<file path="config.mk">
export PLATFORM = sky130hd
export DESIGN_NAME = hash_uut_harness
export DESIGN_NICKNAME = d
export VERILOG_FILES = /design/src/rtl/harness_pkg.sv /design/src/rtl/harness_lat_counter.sv /design/src/rtl/hash_uut_harness.sv
export SDC_FILE = /design/constraint.sdc
export NUM_CORES = 1
export LEC_CHECK = 0
export ABC_CLOCK_PERIOD_IN_PS = 6000
export CORE_ASPECT_RATIO = 0.75
export CORE_MARGIN = 4
export CORE_UTILIZATION = 30
export CTS_CLUSTER_DIAMETER = 80
export DETAILED_ROUTE_END_ITERATION = 8
export PLACE_DENSITY = 0.55
export SETUP_SLACK_MARGIN = 0.05
export SLEW_MARGIN = 10
export SYNTH_ARGS = -nofsm -noshare
export SYNTH_HDL_FRONTEND = slang
export SYNTH_HIERARCHICAL = 1
export SYNTH_SLANG_ARGS = --single-unit
</file>
<file path="constraint.sdc">
create_clock -name clk -period 6 [get_ports clk]
set_input_delay 0.6 -clock clk [delete_from_list [all_inputs] [get_ports clk]]
set_output_delay 0.6 -clock clk [all_outputs]
set_load 0.05 [all_outputs]
</file>
<file path="src/rtl/harness_pkg.sv">
// Shared types and constants for the hash core harness.
package harness_pkg;

  typedef enum logic [2:0] {
    IDLE  = 3'd0,
    ARM   = 3'd1,
    RESET = 3'd2,
    RUN   = 3'd3,
    DONE  = 3'd4
  } state_t;

  // debug_o word selects
  localparam logic [1:0] DBG_CYCLES  = 2'd0;
  localparam logic [1:0] DBG_HASH_LO = 2'd1;
  localparam logic [1:0] DBG_HASH_HI = 2'd2;
  localparam logic [1:0] DBG_STATUS  = 2'd3;

endpackage

</file>
<file path="src/rtl/harness_lat_counter.sv">
// Latency counter for one hash run. count_o already includes the current
// cycle, so the first enabled cycle reads as 1; timeout_o flags the cycle
// whose count equals TIMEOUT_CYCLES.
module harness_lat_counter #(
  parameter int CNT_WIDTH      = 32,
  parameter int TIMEOUT_CYCLES = 65535
) (
  input  logic                 clk,
  input  logic                 rst_n,
  input  logic                 clear_i,
  input  logic                 enable_i,
  output logic [CNT_WIDTH-1:0] count_o,
  output logic                 timeout_o
);

  localparam logic [CNT_WIDTH-1:0] TIMEOUT_VAL = CNT_WIDTH'(TIMEOUT_CYCLES);
  localparam logic [CNT_WIDTH-1:0] ONE         = CNT_WIDTH'(1);

  logic [CNT_WIDTH-1:0] cnt_q;
  logic [CNT_WIDTH-1:0] cnt_d;

  assign count_o   = cnt_q + ONE;
  assign timeout_o = enable_i && (count_o == TIMEOUT_VAL);

  // Next count: clear has priority over counting
  always_comb begin
    cnt_d = cnt_q;
    if (clear_i) begin
      cnt_d = '0;
    end else if (enable_i) begin
      cnt_d = count_o;
    end
  end

  // Count register
  always_ff @(posedge clk or negedge rst_n) begin
    if (!rst_n) begin
      cnt_q <= '0;
    end else begin
      cnt_q <= cnt_d;
    end
  end

endmodule

</file>
<file path="src/rtl/hash_uut_harness.sv">
// Bridge between the autotest engine and NUM_UUT hash cores: generates the
// per-core reset window, launches the selected core, measures latency,
// enforces a timeout and exposes a debug word.
module hash_uut_harness
  import harness_pkg::*;
#(
  parameter int MSG_WIDTH      = 64,
  parameter int HASH_WIDTH     = 88,
  parameter int NUM_UUT        = 2,
  parameter int RST_CYCLES     = 4,
  parameter int TIMEOUT_CYCLES = 65535,
  parameter int CNT_WIDTH      = 32,
  parameter int SEL_W          = (NUM_UUT > 1) ? $clog2(NUM_UUT) : 1
) (
  input  logic                       clk,
  input  logic                       rst_n,
  input  logic                       run_rst_i,
  input  logic [MSG_WIDTH-1:0]       msg_i,
  input  logic [SEL_W-1:0]           sel_i,
  output logic [NUM_UUT-1:0]         uut_rst_o,
  output logic [MSG_WIDTH-1:0]       uut_msg_o,
  input  logic [NUM_UUT-1:0]         uut_end_i,
  input  logic [NUM_UUT*HASH_WIDTH-1:0] uut_hash_i,
  output logic                       end_o,
  output logic                       err_o,
  output logic [HASH_WIDTH-1:0]      hash_o,
  output logic [CNT_WIDTH-1:0]       cycles_o,
  input  logic [1:0]                 dbg_sel_i,
  output logic [31:0]                debug_o
);

  localparam int RCW = $clog2(RST_CYCLES + 1);

  state_t                 state_q;
  logic [SEL_W-1:0]       sel_q;
  logic [SEL_W-1:0]       sel_d;
  logic [RCW-1:0]         rst_cnt_q;
  logic [MSG_WIDTH-1:0]   msg_q;
  logic [HASH_WIDTH-1:0]  hash_q;
  logic [CNT_WIDTH-1:0]   cycles_q;
  logic                   end_q;
  logic                   err_q;
  logic [15:0]            run_cnt_q;
  logic [7:0]             err_cnt_q;

  logic [HASH_WIDTH-1:0]  hash_sel;
  logic                   end_sel;
  logic [CNT_WIDTH-1:0]   lat_cnt;
  logic                   lat_timeout;

  harness_lat_counter #(
    .CNT_WIDTH      (CNT_WIDTH),
    .TIMEOUT_CYCLES (TIMEOUT_CYCLES)
  ) u_lat (
    .clk       (clk),
    .rst_n     (rst_n),
    .clear_i   (state_q != RUN),
    .enable_i  (state_q == RUN),
    .count_o   (lat_cnt),
    .timeout_o (lat_timeout)
  );

  // Out-of-range core selects fall back to core 0
  always_comb begin
    sel_d = (32'(sel_i) < 32'(NUM_UUT)) ? sel_i : '0;
  end

  // Route the selected core's end/hash; other cores are ignored
  always_comb begin
    hash_sel = '0;
    end_sel  = 1'b0;
    for (int unsigned k = 0; k < NUM_UUT; k++) begin
      if (sel_q == SEL_W'(k)) begin
        hash_sel = uut_hash_i[k*HASH_WIDTH +: HASH_WIDTH];
        end_sel  = uut_end_i[k];
      end
    end
  end

  // Only the selected core is released, and only while running or done
  always_comb begin
    uut_rst_o = '1;
    for (int unsigned k = 0; k < NUM_UUT; k++) begin
      if ((state_q == RUN || state_q == DONE) && sel_q == SEL_W'(k)) begin
        uut_rst_o[k] = 1'b0;
      end
    end
  end

  // Run control FSM with capture registers and run statistics
  always_ff @(posedge clk or negedge rst_n) begin
    if (!rst_n) begin
      state_q   <= IDLE;
      sel_q     <= '0;
      rst_cnt_q <= '0;
      msg_q     <= '0;
      hash_q    <= '0;
      cycles_q  <= '0;
      end_q     <= 1'b0;
      err_q     <= 1'b0;
      run_cnt_q <= '0;
      err_cnt_q <= '0;
    end else begin
      case (state_q)
        IDLE: begin
          if (run_rst_i) begin
            state_q <= ARM;
            end_q   <= 1'b0;
            err_q   <= 1'b0;
          end
        end
        ARM: begin
          msg_q <= msg_i;
          sel_q <= sel_d;
          if (!run_rst_i) begin
            state_q   <= RESET;
            rst_cnt_q <= RCW'(RST_CYCLES);
          end
        end
        RESET: begin
          if (run_rst_i) begin
            state_q <= ARM;
          end else if (rst_cnt_q == RCW'(1)) begin
            state_q <= RUN;
          end else begin
            rst_cnt_q <= rst_cnt_q - RCW'(1);
          end
        end
        RUN: begin
          // abort beats completion; completion beats timeout
          if (run_rst_i) begin
            state_q <= ARM;
          end else if (end_sel) begin
            hash_q    <= hash_sel;
            cycles_q  <= lat_cnt;
            end_q     <= 1'b1;
            err_q     <= 1'b0;
            run_cnt_q <= run_cnt_q + 16'd1;
            state_q   <= DONE;
          end else if (lat_timeout) begin
            hash_q    <= '0;
            cycles_q  <= CNT_WIDTH'(TIMEOUT_CYCLES);
            end_q     <= 1'b1;
            err_q     <= 1'b1;
            err_cnt_q <= err_cnt_q + 8'd1;
            run_cnt_q <= run_cnt_q + 16'd1;
            state_q   <= DONE;
          end
        end
        DONE: begin
          if (run_rst_i) begin
            state_q <= ARM;
            end_q   <= 1'b0;
            err_q   <= 1'b0;
          end
        end
        default: begin
          state_q <= IDLE;
        end
      endcase
    end
  end

  assign uut_msg_o = msg_q;
  assign end_o     = end_q;
  assign err_o     = err_q;
  assign hash_o    = hash_q;
  assign cycles_o  = cycles_q;

  // Debug word mux for the 7-segment display
  always_comb begin
    debug_o = '0;
    case (dbg_sel_i)
      DBG_CYCLES:  debug_o = 32'(cycles_q);
      DBG_HASH_LO: debug_o = hash_q[31:0];
      DBG_HASH_HI: debug_o = hash_q[63:32];
      DBG_STATUS:  debug_o = {run_cnt_q, err_cnt_q, 5'b0, state_q};
      default:     debug_o = '0;
    endcase
  end

endmodule
</file>
; ---- Word level (Yosys, flattened, before mapping)
; Index checks and enable logic that the tools add are counted.
[word_totals]
in_bits = 248
reg_bits = 249
out_inout_bits = 220
wordCells = 85
[op_classes]
addsub = 4
n_reduce_logical = 16
eq_ne = 18
bitwise_logic = 3
mux = 33
[op_table]
columns = operator, count
row1 = $mux 88, 3
row2 = $mux 32, 4
row3 = $pmux 32 s4, 1
row4 = $add 32x1->32 const B, 1
row5 = $eq 32x16->1 const B, 1
row6 = $mux 16, 2
row7 = $mux 3, 10
row8 = $add 16x1->16 const B, 1
row9 = $reduce_and 4->1, 4
row10 = $pmux 3 s4, 1
row11 = $mux 1, 9
row12 = $add 8x1->8 const B, 1
row13 = $ne 2x2->1 const B, 4
row14 = $reduce_bool 2->1, 4
row15 = $eq 3x1->1 const B, 2
row16 = $eq 3x2->1 const B, 2
row17 = $ne 3x3->1 const B, 2
row18 = $pmux 3 s2, 1
row19 = $eq 2x2->1 const B, 2
row20 = $ne 4x4->1 const B, 1
row21 = $pmux 1 s2, 2
row22 = $eq 3x3->1 const B, 1
row23 = $logic_and 1x1->1, 3
row24 = $logic_not 3->1, 1
row25 = other kinds (9), 11

; ---- Longest topological paths before layout
; Gate-level depths: netlist of the first run.
[logic_depth]
ltp_word = 7
ltp_mapped = 13
ltp_nobuf = 10

; ---- Hierarchy
; The synthesis of the first run kept the hierarchy.
[modules_own_cells]
columns = module, cells_each, seq_area_each_um2, n_inst, area_each_um2
row1 = hash_uut_harness, 699, 5430.2, 1, 9879.5
row2 = harness_lat_counter, 286, 800.8, 1, 2462.4

; ---- Worst setup path before layout of the first run
; Ideal clock, no wire load.
[synth_path]
path_kind = flip-flop to flip-flop
startpoint = register u_lat.cnt_q[0]
endpoint = register hash_q[14] (netlist: hash_o[14])
setup_slack_ns = 2.364
period_less_slack_ns = 3.636
stages_incl_launch_ff = 13
path_buffers = 2
setup_time_ns = 0.123
t_arrival_ns = 3.512
required_ns = 5.877
cell_sequence = dfrtp_1 ha_1 nand3_1 or3_1 nor4_1 xor2_1 or4_1 a2111oi_2 nand2b_1 nand2_1 buf_4 buf_2 o2bb2ai_1
[synth_between]
elab_chain_len = 5
[synth_lines]
columns = element, line
row1 = start: declaration, harness_lat_counter.sv:19  ; logic [CNT_WIDTH-1:0] cnt_q;
row2 = start signal: assignment, harness_lat_counter.sv:40  ; cnt_q <= cnt_d;
row3 = $add 32x1->32, harness_lat_counter.sv:22  ; assign count_o = cnt_q + ONE;
row4 = net lat_cnt[24], hash_uut_harness.sv:48  ; logic [CNT_WIDTH-1:0] lat_cnt;
row5 = $eq 32x16->1, harness_lat_counter.sv:23  ; assign timeout_o = enable_i && (count_o == TIMEOUT_VAL);
row6 = $logic_and 1x1->1, harness_lat_counter.sv:23
row7 = net lat_timeout, hash_uut_harness.sv:49  ; logic lat_timeout;
row8 = $reduce_bool 2->1 (no source line), -
row9 = $reduce_and 3->1 (no source line), -
row10 = end signal: assignment, hash_uut_harness.sv:134  ; hash_q <= hash_sel;
row11 = end: declaration, hash_uut_harness.sv:39  ; logic [HASH_WIDTH-1:0] hash_q;
; The timed path passes the listed nets, and every way through them passes these cells.
; A chain may end at the register's enable or synchronous reset.

; ---- Worst setup path after layout of the first run
[layout_path]
startpoint = register u_lat.cnt_q[0]
endpoint = register hash_q[45] (netlist: hash_o[45])
; Same word-level chain as after synthesis.

==> summary.txt, run 1 <==
Run status
  • Result of the run: complete, no violations

Worst setup path
  • Worst reg-to-reg path cell count: 12
  • Launch point of the worst reg-to-reg path: u_lat/cnt_q[0]
  • CP Launch Type: flip-flop
  • Arrival time reported for the critical path endpoint: 5500 ps
  • Slack of the worst reg-to-reg path: 870 ps
  • Worst setup EP type: flip-flop
  • Critical path data required time: 6370 ps
  • Setup CP Type: flip-flop to flip-flop
  • Capturing point of the worst reg2reg path: hash_o[45]
  • Critical-path maximum fanout: 54

Detailed routing
  • Count of vias placed by the detailed router: 9829
  • DRC: 0
  • DRT Pass-1 Iters: 5
  • Post-DRT Antenna Nets: 0
  • Via-per-instance ratio: 5.01
  • Post-detailed-route wirelength per cell: 22.5 um
  • WL final: 44200 um
  • DRC violation total after the first TritonRoute iteration: 492

Yosys
  • Mapped cell area: 12300 um2
  • Average footprint of a synthesized cell: 12.5 um2
  • Dominant cells by area after synthesis: dfrtp_1 50%, mux2i_1 7.8%, o2bb2ai_1 6.2%
  • Sequential share of the synthesized area: 50.5%
  • Yosys reg bits: 249
  • Share of flip-flops with an asynchronous set or reset: 100%
  • Ranking of synthesized cells by instance count: 249 x dfrtp_1, 96 x mux2i_1, 88 x o2bb2ai_1
  • Netlist cell types: 64
  • Share of the synthesized area in the top cell type: 50.5%
  • Number of enable-type register cells in the synthesized netlist: 0
  • Post-synthesis instance total: 985
  • Post-Synthesis Net Count: 1239
  • Most common cell in the synthesized netlist: dfrtp_1
  • Yosys synthesis warning count: 6
  • Most instantiated flip-flop cell in the synthesis netlist: dfrtp_1
  • Biggest area consumer among synthesized cells: dfrtp_1

STA
  • Peak clock frequency supported by timing: 0.195 GHz
  • Share of the cycle needed by the critical path after routing: 85.5%
  • Number of max-slew violations in the final report: 0
  • # setup viols final: 0
  • Final hold viol count: 0
  • RSZ-0062 raised after global routing: no
  • Slew Limit Headroom: 25.7%
  • Worst clock skew: 19.5 ps
  • Minimum setup slack in the final design: 869 ps
  • Summed negative setup slack over all endpoints: 0 ps
  • Post-layout minimum cycle time: 5130 ps
  • Final hold slack: 87.5 ps
  • Actual transition at the worst max-transition pin: 1110 ps

Die
  • Count of pins on the block boundary: 468
  • Initial standard-cell utilization of the core: 30.3%
  • Horizontal die dimension: 242 um
  • Std-Cell Core Area: 40700 um2
  • Area of the die: 44500 um2
  • Number of cell rows: 64
  • Die height: 184 um

Clock network
  • Number of hold-repair buffers added at the cts stage: 0
  • Clock tree from TritonCTS: done
  • Root buffer cell: clkbuf_16
  • Worst-Skew Late Latency: 550 ps
  • Clock Pin Slew Worst Setup and Hold Paths: 60 ps
  • Count of H-tree levels built during CTS: 1
  • Number of buffers created by CTS: 27
  • Buffers inserted by post-CTS timing repair: 0
  • Number of sinks driven by the clock tree: 249
  • Buffers from clock root to sink, at most: 3
  • Number of gates given a new drive strength after cts: 0

Placed design
  • Sum of net half-perimeters after detailed placement: 33300 um
  • Placer congestion estimate: 0.907
  • Port-buffer cells: 467
  • Pre-CTS setup slack: 1010 ps

Power and ir drop
  • Total power density per cell area: 503 nW/um2
  • Relative contribution of sequential cells to total power: 29.7%
  • Relative contribution of the clock network to total power: 17.8%
  • Logic pwr share: 52.5%
  • Total power consumption of the routed design: 9.12 mW
  • Internal: 4.93 mW
  • VDD IR-drop max: 0.352 mV
  • Power dissipated by switching net loads: 4.20 mW
  • Cell leakage power: 7.54 nW
  • Net switching share of the total power: 46.0%

Layout
  • P&R area growth vs syn: 47.1%
  • Number of fill cells in the layout: 3823
  • Post-layout nets: 1667
  • Fraction of layout instances using a drive strength above 1: 11.8%

Hold path
  • Classification of the worst-slack hold path: primary input to asynchronous set/reset pin

Global route
  • Global-route congestion overflow total: 0
  • Wire length of the first global-routing pass: 65900 um
  • Pin count of the biggest net entering global routing: 96
  • Via count of the first global-routing pass: 10200
  • Initial antenna violation count: 2
  • Total routing usage reported by global routing: 19.0%

Run
  • Max_cap viols: 0
==> layer usage <==
layer  part of all wire (%)  global-route usage [%]  vias to the layer above
met5                      0                       0                        -
met4                    2.6                    4.25                        0
met3                    8.0                    6.30                       41
met2                     47                    31.1                      365
met1                     42                    24.8                     4905
li1                       -                       -                     4518
==> power by group through the flow <==
stage	registers, mW	logic [mW]	clock network [mW]
floorplan	4.34	1.35	0
global placement	2.73	4.82	0
detailed placement	2.73	4.83	0
CTS	2.72	4.84	1.67
global route	2.79	4.97	1.75
finish	2.71	4.79	1.62
==> cells by family after synthesis <==
group	Yosys count	synth area share, %
multiplexers	191	18.9
adder cells (fa/ha/maj)	6	0.608
buffers and inverters	93	4.31
flip-flops	249	50.5
XOR/XNOR	76	5.45
AO/OA/AOI/OAI	159	10.5
AND/OR/NAND/NOR	211	9.66
==> layout by cell type, fill, tap and decap left out, types with 3 or more instances in the layout <==
| cell type | Yosys | routed |
|---|---|---|
| nand4_1 | 24 | 24 |
| mux4_2 | 27 | 27 |
| ha_1 | 6 | 6 |
| a21oi_1 | 7 | 7 |
| or4_1 | 4 | 4 |
| mux2_2 | 67 | 67 |
| a31oi_1 | 4 | 4 |
| inv_1 | 14 | 14 |
| or3_1 | 5 | 5 |
| nor4_1 | 10 | 10 |
| o22a_1 | 17 | 17 |
| mux2i_1 | 96 | 96 |
| or2_2 | 3 | 3 |
| clkdlybuf4s50_1 | 0 | 464 |
| dfrtp_1 | 249 | 248 |
| nor3_1 | 9 | 9 |
| clkbuf_8 | 5 | 5 |
| nor2b_1 | 3 | 3 |
| nand2_1 | 41 | 39 |
| a22o_1 | 16 | 16 |
| and4_1 | 9 | 9 |
| buf_4 | 11 | 11 |
| xor2_1 | 46 | 46 |
| o21ai_0 | 12 | 12 |
| xnor2_1 | 29 | 29 |
| and3_1 | 9 | 9 |
| clkbuf_1 | 15 | 9 |
| clkbuf_16 | 0 | 27 |
| nand2b_1 | 5 | 5 |
| nor2_1 | 47 | 46 |
| o2bb2ai_1 | 88 | 88 |
| nand3_1 | 21 | 21 |
==> worst max path at each step <==
stage                         startpoint         end  slack [ps]  cells past startpoint
after floorplan           u_lat/cnt_q[0]  hash_o[14]        2360                     12
after global placement    u_lat/cnt_q[0]  hash_o[16]        1250                     12
after detailed placement  u_lat/cnt_q[0]  hash_o[46]        1010                     12
after CTS                 u_lat/cnt_q[0]  hash_o[45]         970                     12
after global routing      u_lat/cnt_q[0]  hash_o[47]         620                     12
final                     u_lat/cnt_q[0]  hash_o[45]         870                     12
==> critical path, cell delays in order (launching register included) <==
cell and delay (ps):
dfrtp_1 480, ha_1 270, nand3_1 360, or3_1 510, nor4_1 550, xor2_1 180
or4_1 580, a2111oi_2 390, buf_4 210, nand2b_1 230, nand2_4 430, buf_4 500
o2bb2ai_1 220
==> registers in the layout (all words and copies together) (netlist names), 3 cells and up <==
register	flops
state_q	3
u_lat/cnt_q	32
rst_cnt_q	3
uut_msg_o	64
run_cnt_q	16
err_cnt_q	8
hash_o	88
cycles_o	32
==> through the flow <==
stage          std cells  instance area [um2]  utilization [%]
2_1_floorplan        985                12300                -
3_3_place_gp        1912                17300             42.5
3_5_place_dp        1912                17300             42.5
4_1_cts             1959                18100             44.6
5_1_grt             1960                18100             44.6
6_report            1961                18100             44.6
==> area by class of cell <==
type	count	area, um2	share of cell area [%]
Multi-Input combinational cell	643	5600	30.9
Clock inverter	6	63.8	0.352
Clock buffer	41	778	4.29
Inverter	14	52.6	0.290
Sequential cell	249	6230	34.4
Antenna cell	2	5.00	0.0276
Timing Repair Buffer	478	4750	26.2
Tap cell	528	661	3.64
No activity file was read; power rests on OpenSTA's default activity.
==> inputs of run 2 (changes only) <==
--- a/config.mk
+++ b/config.mk
@@ -11,6 +11,7 @@
 export CORE_UTILIZATION = 30
 export CTS_CLUSTER_DIAMETER = 80
 export DETAILED_ROUTE_END_ITERATION = 8
+export GPL_TIMING_DRIVEN = 1
 export PLACE_DENSITY = 0.55
 export SETUP_SLACK_MARGIN = 0.05
 export SLEW_MARGIN = 10
@@ -18,3 +19,4 @@
 export SYNTH_HDL_FRONTEND = slang
 export SYNTH_HIERARCHICAL = 1
 export SYNTH_SLANG_ARGS = --single-unit
+export TNS_END_PERCENT = 30
==> results of run 2 <==
Final layout, timing and power as in run 1 (identical DEF).
